===== src/rtl/ex1_ex2_pipe_reg_if.sv =====
// ex1_ex2_pipe_reg_if: EX1-to-EX2 handshake, lane payloads and divider hooks
interface ex1_ex2_pipe_reg_if #(parameter int UOP_W = 48);
  logic ex1_valid, ex1_allowin, ex2_allowin, ex2_valid, flush;
  logic [31:0] pc0_i, pc1_i, inst0_i, inst1_i, res0_i, res1_i, badv_i;
  logic [UOP_W-1:0] uop0_i, uop1_i;
  logic res0_v_i, res1_v_i, is_div0_i, exc_i;
  logic [4:0] rd0_i, rd1_i;
  logic [6:0] ecode_i;
  logic div_start, div_done;
  logic [31:0] div_res;
  logic [31:0] pc0, pc1, inst0, inst1, res0, res1, badv;
  logic [UOP_W-1:0] uop0, uop1;
  logic res0_v, res1_v, exc;
  logic [4:0] rd0, rd1;
  logic [6:0] ecode;
  modport slave (
    input ex1_valid, ex2_allowin, flush, pc0_i, pc1_i, inst0_i, inst1_i, res0_i, res1_i,
          badv_i, uop0_i, uop1_i, res0_v_i, res1_v_i, is_div0_i, exc_i, rd0_i, rd1_i,
          ecode_i, div_done, div_res,
    output ex1_allowin, ex2_valid, div_start, pc0, pc1, inst0, inst1, res0, res1, badv,
           uop0, uop1, res0_v, res1_v, exc, rd0, rd1, ecode
  );
  modport master (
    output ex1_valid, ex2_allowin, flush, pc0_i, pc1_i, inst0_i, inst1_i, res0_i, res1_i,
           badv_i, uop0_i, uop1_i, res0_v_i, res1_v_i, is_div0_i, exc_i, rd0_i, rd1_i,
           ecode_i, div_done, div_res,
    input ex1_allowin, ex2_valid, div_start, pc0, pc1, inst0, inst1, res0, res1, badv,
          uop0, uop1, res0_v, res1_v, exc, rd0, rd1, ecode
  );
endinterface


===== src/rtl/ex1_ex2_pipe_reg.sv =====
// ex1_ex2_pipe_reg: dual-issue EX1/EX2 pipeline register with divider hold and exception flush.
// Optional EX1_EX2_STALL_CNT_EN adds free-running stall_cnt/div_cnt performance counters.
module ex1_ex2_pipe_reg #(
  parameter int UOP_W = 48,
  parameter logic [31:0] NOP_INST = 32'h03400000
) (
  input logic clk,
  input logic areset,
  ex1_ex2_pipe_reg_if.slave p
`ifdef EX1_EX2_STALL_CNT_EN
  ,
  output logic [31:0] stall_cnt,
  output logic [31:0] div_cnt
`endif
);
  typedef enum logic [1:0] {EMPTY, FULL, DIV_WAIT} state_t;
  state_t state;
  logic v_r, busy, cap, go_div;
  assign v_r = state != EMPTY;
  assign busy = state == DIV_WAIT;
  assign p.ex1_allowin = ~v_r | (p.ex2_allowin & ~busy);
  assign p.ex2_valid = v_r & ~busy & ~p.flush;
  assign cap = p.ex1_valid & p.ex1_allowin & ~p.flush;
  assign go_div = p.is_div0_i & ~p.exc_i;
  // Stage FSM and payload; flush outranks capture, divide completion and drain
  always_ff @(posedge clk or posedge areset)
    if (areset) begin
      state <= EMPTY;
      p.div_start <= 1'b0;
      p.pc0 <= '0;
      p.pc1 <= '0;
      p.inst0 <= NOP_INST;
      p.inst1 <= NOP_INST;
      p.uop0 <= {UOP_W{1'b0}};
      p.uop1 <= {UOP_W{1'b0}};
      p.res0 <= '0;
      p.res1 <= '0;
      p.res0_v <= 1'b0;
      p.res1_v <= 1'b0;
      p.rd0 <= '0;
      p.rd1 <= '0;
      p.exc <= 1'b0;
      p.ecode <= '0;
      p.badv <= '0;
    end else begin
      p.div_start <= cap & go_div;
      if (p.flush) begin
        state <= EMPTY;
        p.exc <= 1'b0;
        p.res0_v <= 1'b0;
        p.res1_v <= 1'b0;
        p.inst0 <= NOP_INST;
        p.inst1 <= NOP_INST;
      end else if (cap) begin
        state <= go_div ? DIV_WAIT : FULL;
        p.pc0 <= p.pc0_i;
        p.pc1 <= p.pc1_i;
        p.inst0 <= p.inst0_i;
        p.inst1 <= p.exc_i ? NOP_INST : p.inst1_i;
        p.uop0 <= p.uop0_i;
        p.uop1 <= p.uop1_i;
        p.res0 <= p.res0_i;
        p.res1 <= p.res1_i;
        p.res0_v <= p.res0_v_i & ~go_div;
        p.res1_v <= p.res1_v_i & ~p.exc_i;
        p.rd0 <= p.rd0_i;
        p.rd1 <= p.rd1_i;
        p.exc <= p.exc_i;
        p.ecode <= p.ecode_i;
        p.badv <= p.badv_i;
      end else if (busy & p.div_done) begin
        state <= FULL;
        p.res0 <= p.div_res;
        p.res0_v <= 1'b1;
      end else if (v_r & p.ex1_allowin & ~p.ex1_valid) begin
        state <= EMPTY;
        p.res0_v <= 1'b0;
        p.res1_v <= 1'b0;
      end
    end
`ifdef EX1_EX2_STALL_CNT_EN
  // Performance counters survive flush and wrap naturally
  always_ff @(posedge clk or posedge areset)
    if (areset) begin
      stall_cnt <= '0;
      div_cnt <= '0;
    end else begin
      stall_cnt <= stall_cnt + {31'd0, v_r & ~p.ex2_allowin};
      div_cnt <= div_cnt + {31'd0, busy};
    end
`endif
endmodule


===== src/flat_wrapper.sv =====
// flat-port wrapper written by rule: the top's interface ports become plain ports
module ex1_ex2_pipe_reg_flat 
#(
  parameter int UOP_W = 48,
  parameter logic [31:0] NOP_INST = 32'h03400000
)
  (clk, areset, p_ex1_valid, p_ex2_allowin, p_flush, p_pc0_i, p_pc1_i, p_inst0_i, p_inst1_i, p_res0_i, p_res1_i, p_badv_i, p_uop0_i, p_uop1_i, p_res0_v_i, p_res1_v_i, p_is_div0_i, p_exc_i, p_rd0_i, p_rd1_i, p_ecode_i, p_div_done, p_div_res, p_ex1_allowin, p_ex2_valid, p_div_start, p_pc0, p_pc1, p_inst0, p_inst1, p_res0, p_res1, p_badv, p_uop0, p_uop1, p_res0_v, p_res1_v, p_exc, p_rd0, p_rd1, p_ecode);
  ex1_ex2_pipe_reg_if #(.UOP_W(UOP_W)) p_i ();
  input logic clk;
  input logic areset;
  input wire logic [$bits(p_i.ex1_valid)-1:0] p_ex1_valid;
  input wire logic [$bits(p_i.ex2_allowin)-1:0] p_ex2_allowin;
  input wire logic [$bits(p_i.flush)-1:0] p_flush;
  input wire logic [$bits(p_i.pc0_i)-1:0] p_pc0_i;
  input wire logic [$bits(p_i.pc1_i)-1:0] p_pc1_i;
  input wire logic [$bits(p_i.inst0_i)-1:0] p_inst0_i;
  input wire logic [$bits(p_i.inst1_i)-1:0] p_inst1_i;
  input wire logic [$bits(p_i.res0_i)-1:0] p_res0_i;
  input wire logic [$bits(p_i.res1_i)-1:0] p_res1_i;
  input wire logic [$bits(p_i.badv_i)-1:0] p_badv_i;
  input wire logic [$bits(p_i.uop0_i)-1:0] p_uop0_i;
  input wire logic [$bits(p_i.uop1_i)-1:0] p_uop1_i;
  input wire logic [$bits(p_i.res0_v_i)-1:0] p_res0_v_i;
  input wire logic [$bits(p_i.res1_v_i)-1:0] p_res1_v_i;
  input wire logic [$bits(p_i.is_div0_i)-1:0] p_is_div0_i;
  input wire logic [$bits(p_i.exc_i)-1:0] p_exc_i;
  input wire logic [$bits(p_i.rd0_i)-1:0] p_rd0_i;
  input wire logic [$bits(p_i.rd1_i)-1:0] p_rd1_i;
  input wire logic [$bits(p_i.ecode_i)-1:0] p_ecode_i;
  input wire logic [$bits(p_i.div_done)-1:0] p_div_done;
  input wire logic [$bits(p_i.div_res)-1:0] p_div_res;
  output wire logic [$bits(p_i.ex1_allowin)-1:0] p_ex1_allowin;
  output wire logic [$bits(p_i.ex2_valid)-1:0] p_ex2_valid;
  output wire logic [$bits(p_i.div_start)-1:0] p_div_start;
  output wire logic [$bits(p_i.pc0)-1:0] p_pc0;
  output wire logic [$bits(p_i.pc1)-1:0] p_pc1;
  output wire logic [$bits(p_i.inst0)-1:0] p_inst0;
  output wire logic [$bits(p_i.inst1)-1:0] p_inst1;
  output wire logic [$bits(p_i.res0)-1:0] p_res0;
  output wire logic [$bits(p_i.res1)-1:0] p_res1;
  output wire logic [$bits(p_i.badv)-1:0] p_badv;
  output wire logic [$bits(p_i.uop0)-1:0] p_uop0;
  output wire logic [$bits(p_i.uop1)-1:0] p_uop1;
  output wire logic [$bits(p_i.res0_v)-1:0] p_res0_v;
  output wire logic [$bits(p_i.res1_v)-1:0] p_res1_v;
  output wire logic [$bits(p_i.exc)-1:0] p_exc;
  output wire logic [$bits(p_i.rd0)-1:0] p_rd0;
  output wire logic [$bits(p_i.rd1)-1:0] p_rd1;
  output wire logic [$bits(p_i.ecode)-1:0] p_ecode;
  assign p_i.ex1_valid = p_ex1_valid;
  assign p_i.ex2_allowin = p_ex2_allowin;
  assign p_i.flush = p_flush;
  assign p_i.pc0_i = p_pc0_i;
  assign p_i.pc1_i = p_pc1_i;
  assign p_i.inst0_i = p_inst0_i;
  assign p_i.inst1_i = p_inst1_i;
  assign p_i.res0_i = p_res0_i;
  assign p_i.res1_i = p_res1_i;
  assign p_i.badv_i = p_badv_i;
  assign p_i.uop0_i = p_uop0_i;
  assign p_i.uop1_i = p_uop1_i;
  assign p_i.res0_v_i = p_res0_v_i;
  assign p_i.res1_v_i = p_res1_v_i;
  assign p_i.is_div0_i = p_is_div0_i;
  assign p_i.exc_i = p_exc_i;
  assign p_i.rd0_i = p_rd0_i;
  assign p_i.rd1_i = p_rd1_i;
  assign p_i.ecode_i = p_ecode_i;
  assign p_i.div_done = p_div_done;
  assign p_i.div_res = p_div_res;
  assign p_ex1_allowin = p_i.ex1_allowin;
  assign p_ex2_valid = p_i.ex2_valid;
  assign p_div_start = p_i.div_start;
  assign p_pc0 = p_i.pc0;
  assign p_pc1 = p_i.pc1;
  assign p_inst0 = p_i.inst0;
  assign p_inst1 = p_i.inst1;
  assign p_res0 = p_i.res0;
  assign p_res1 = p_i.res1;
  assign p_badv = p_i.badv;
  assign p_uop0 = p_i.uop0;
  assign p_uop1 = p_i.uop1;
  assign p_res0_v = p_i.res0_v;
  assign p_res1_v = p_i.res1_v;
  assign p_exc = p_i.exc;
  assign p_rd0 = p_i.rd0;
  assign p_rd1 = p_i.rd1;
  assign p_ecode = p_i.ecode;
  ex1_ex2_pipe_reg #(.UOP_W(UOP_W), .NOP_INST(NOP_INST)) u_core (.clk(clk), .areset(areset), .p(p_i));
endmodule

===== config.mk =====
export PLATFORM = sky130hd
export DESIGN_NAME = ex1_ex2_pipe_reg_flat
export DESIGN_NICKNAME = d
export VERILOG_FILES = /design/src/rtl/ex1_ex2_pipe_reg_if.sv /design/src/rtl/ex1_ex2_pipe_reg.sv /design/src/flat_wrapper.sv
export SDC_FILE = /design/constraint.sdc
export NUM_CORES = 1
export LEC_CHECK = 0
export ABC_AREA = 1
export CORE_AREA = 2 2 281 283
export CTS_CLUSTER_SIZE = 28
export DETAILED_ROUTE_END_ITERATION = 7
export DIE_AREA = 0 0 283 285
export PLACE_DENSITY_LB_ADDON = 0.12
export SYNTH_ARGS = -nofsm -noshare
export SYNTH_HDL_FRONTEND = slang
export SYNTH_SLANG_ARGS = --single-unit
export TNS_END_PERCENT = 1

===== constraint.sdc =====
create_clock -name clk -period 23.4 [get_ports clk]
set_clock_uncertainty 0.15 [all_clocks]
set_input_delay 7.02 -clock clk [delete_from_list [all_inputs] [get_ports clk]]
set_output_delay 7.02 -clock clk [all_outputs]
set_load 0.005 [all_outputs]

==> impl_results.md <==
- Status: completed
- Critical path class: in -> out
- CP arrival: 8570 ps
- GP Congestion: 0.8309
- Detailed Routing Iterations Pass 1: 4
- Max clock buf depth: 3
- Seq/Total Area, Yosys: 64.01%
- RSZ-0062 raised after global routing: false
- Initial antenna violation count: 7
- Finished Cell Area: 23100 um^2
- Post-synth top area share: 62.83%
- Period utilisation layout: 67.28%
- Ports: 722
- Syn Area/Cell: 8.532 um^2
- Die Area: 80660 um^2
- Fillers: 8265
- Clock transition at the registers of the reported paths: 50 ps
- Synth Register Bits: 343
- Slew headroom: 21.17%
- Post-synth ARST share: 100.0%
- Synthesis-to-layout area growth: 72.14%
- Pwr/cell area: 87.36 nW/um^2
- Core Region: 77970 um^2
- GRT Util Overall: 14.14%
- Hold/Removal Path Class: reg -> reg
- GRT overflow: 0
- Setup crit start kind: primary input
- Setup bufs post-CTS: 0
- Final wirelength: 58890 um
- Most frequent cells after synthesis: 1071 x nand2_1, 337 x dfrtp_1, 55 x buf_2, 35 x nand4_1, 22 x clkbuf_1
- XOR/XNOR Fraction of Synth Area: 0%
- Final count of negative-setup-slack endpoints: 0
- Pin count of the biggest net entering global routing: 133
- FP Rows: 103
- TritonCTS buffer count: 46
- Initial drt markers: 611
- Vias: 12660
- Final slew viol count: 0
- Nets: 2648
- Adder and majority gate portion of the synthesized area: 0%
- Unique masters post-synth: 17
- Antenna Violating Nets Remaining: 0
- Via/cell ratio: 3.776
- Cell Count, Final, Fillers Out: 3354
- Post-synth EDFFs: 0
- Top post-synthesis cells by area: dfrtp_1 63%, nand2_1 30%, buf_2 2.1%
- Max Cap Viol: 0
- Syn Inst Count: 1573
- CTS HTree Levels: 2
- Vias in the first global route: 13070
- Total negative slack: 0 ps
- FMAX: 63.51 MHz
- DR DRC count: 0
- Die Width: 283 um
- Root buf cell: clkbuf_16
- Max FO, Critical Path: 35
- Sink Count: 343
- Post-CTS resize count: 0
- Largest area contributor in the netlist: dfrtp_1
- Yosys warns: 0
- Hold WS: 317.9 ps
- Placed Area: 21660 um^2
- P_leak: 11.07 nW
- Cts hold-fix bufs: 0
- CTS tree: built
- Mapped Nets: 1952
- Final Hold Viols: 0
- Placed insts: 3271
- First-pass GRT wire length: 87240 um
- Share of layout cells above drive strength 1: 3.957%
- Crit path required time: 16230 ps
- Synth Area in Compound Gates: 0.2703%
- Worst slew pin tran: 1181 ps
- Area of the mapped netlist: 13420 um^2
- Dominant synthesized flop cell: dfrtp_1
- Height of the chip: 285 um
- Starting Density: 17.21%
- Max IR drop VDD: 0.05128 mV
- CP Capture Type: primary output
- Port Buffer Count: 721
- Hpwl dp: 41990 um
- Mux contribution to synthesized area: 0%
- Drt wl/cell: 17.56 um
- Multi-input gate area: 4374 um^2
- Clock Latency Late Sink: 550 ps
- Fin crit period: 15740 ps
- Combinational family with the most area after synthesis: simple AND/OR/NAND/NOR gates
- Design Power: 0.002018 W
- Sequential cell area: 8591 um^2
- Count leader, synth: nand2_1
- Simple-Gate Fraction of Synth Area: 32.25%
[power by group]
| group | leakage [nW] | total, W | switching [W] | internal [W] |
|---|---|---|---|---|
| sequential | 4.32 | 0.000786 | 0.0000675 | 0.000718 |
| combinational | 6.04 | 0.000554 | 0.000233 | 0.000321 |
| clock | 0.708 | 0.000679 | 0.000276 | 0.000403 |
[flip-flops by register name, indices dropped and copies added (netlist names)]
name,count
u_core.p.rd1,5
u_core.p.uop1,48
u_core.p.badv,32
u_core.p.pc1,32
u_core.p.exc,1
u_core.p.inst0,32
u_core.p.inst1,32
u_core.p.uop0,48
u_core.p.res1_v,1
u_core.p.res0,32
u_core.p.div_start,1
u_core.state,2
u_core.p.res1,32
u_core.p.res0_v,1
u_core.p.ecode,7
u_core.p.pc0,32
u_core.p.rd0,5
[final cells by class]
type / count / share of cell area [%]
Clock buffer: 69 / 5.789
Sequential cell: 343 / 37.18
Timing Repair Buffer: 734 / 31.71
Clock inverter: 10 / 0.4062
Multi-Input combinational cell: 1133 / 18.93
Antenna cell: 4 / 0.04333
Inverter: 11 / 0.2437
Tap cell: 1050 / 5.686
[layout by cell type, fill, tap and decap left out, types with 4 or more instances in the layout]
| cell type | count |
|---|---|
| buf_4 | 12 |
| clkbuf_1 | 13 |
| clkbuf_16 | 46 |
| clkbuf_8 | 10 |
| clkdlybuf4s50_1 | 721 |
| clkinv_2 | 6 |
| dfrtp_1 | 337 |
| dfstp_2 | 6 |
| diode_2 | 4 |
| inv_1 | 7 |
| nand2_1 | 1071 |
| nand4_1 | 35 |
| nor2_1 | 16 |
[worst max-delay path, cell delays in order]
cell	delay, ps
clkdlybuf4s50_1	450
nand2_1	80
o21ai_2	70
buf_4	370
clkdlybuf4s50_1	580
[cells by family (layout without fill, tap and decap cells)]
family,after synthesis,count (layout)
AND/OR/NAND/NOR,1127,1127
flip-flops,343,343
buffers and inverters,97,824
AO/OA/AOI/OAI,6,6
other,0,4
[worst paths after layout]
kind                            slack (ps)                           from                            end  cells past startpoint
worst max-delay path                  7660                  p_ex2_allowin                  p_ex1_allowin                      5
worst min-delay path                   320  u_core.p.inst0[6]$_DFFE_PP0P_  u_core.p.inst0[6]$_DFFE_PP0P_                      2
worst min register to register         320  u_core.p.inst0[6]$_DFFE_PP0P_  u_core.p.inst0[6]$_DFFE_PP0P_                      2
max in group asynchronous            14340                         areset   u_core.p.badv[5]$_DFFE_PP0P_                      4
min in group asynchronous             6820                         areset    u_core.p.pc0[0]$_DFFE_PP0P_                      2
worst max register to register       19330    u_core.state[0]$_DFFE_PP0P_  u_core.p.badv[12]$_DFFE_PP0P_                      8
[through the flow]
step                      worst slack, ps  utilization, %
final                                7656           29.63
after global placement               7613           27.78
after floorplan                      6732               -
after detailed placement             7674           27.78
after global routing                 7576           29.63
after CTS                            7663           29.62
[routing by layer]
layer  track usage [%]  vias to the layer above  part of all wire (%)
met4             3.670                        8                   2.1
met3             5.568                       76                   8.8
met2             25.30                      428                    51
li1                  -                     6164                     -
met1             15.55                     5988                    38
met5                 0                        -                 0.088
Note: power is estimated with default switching activity, not from simulation.
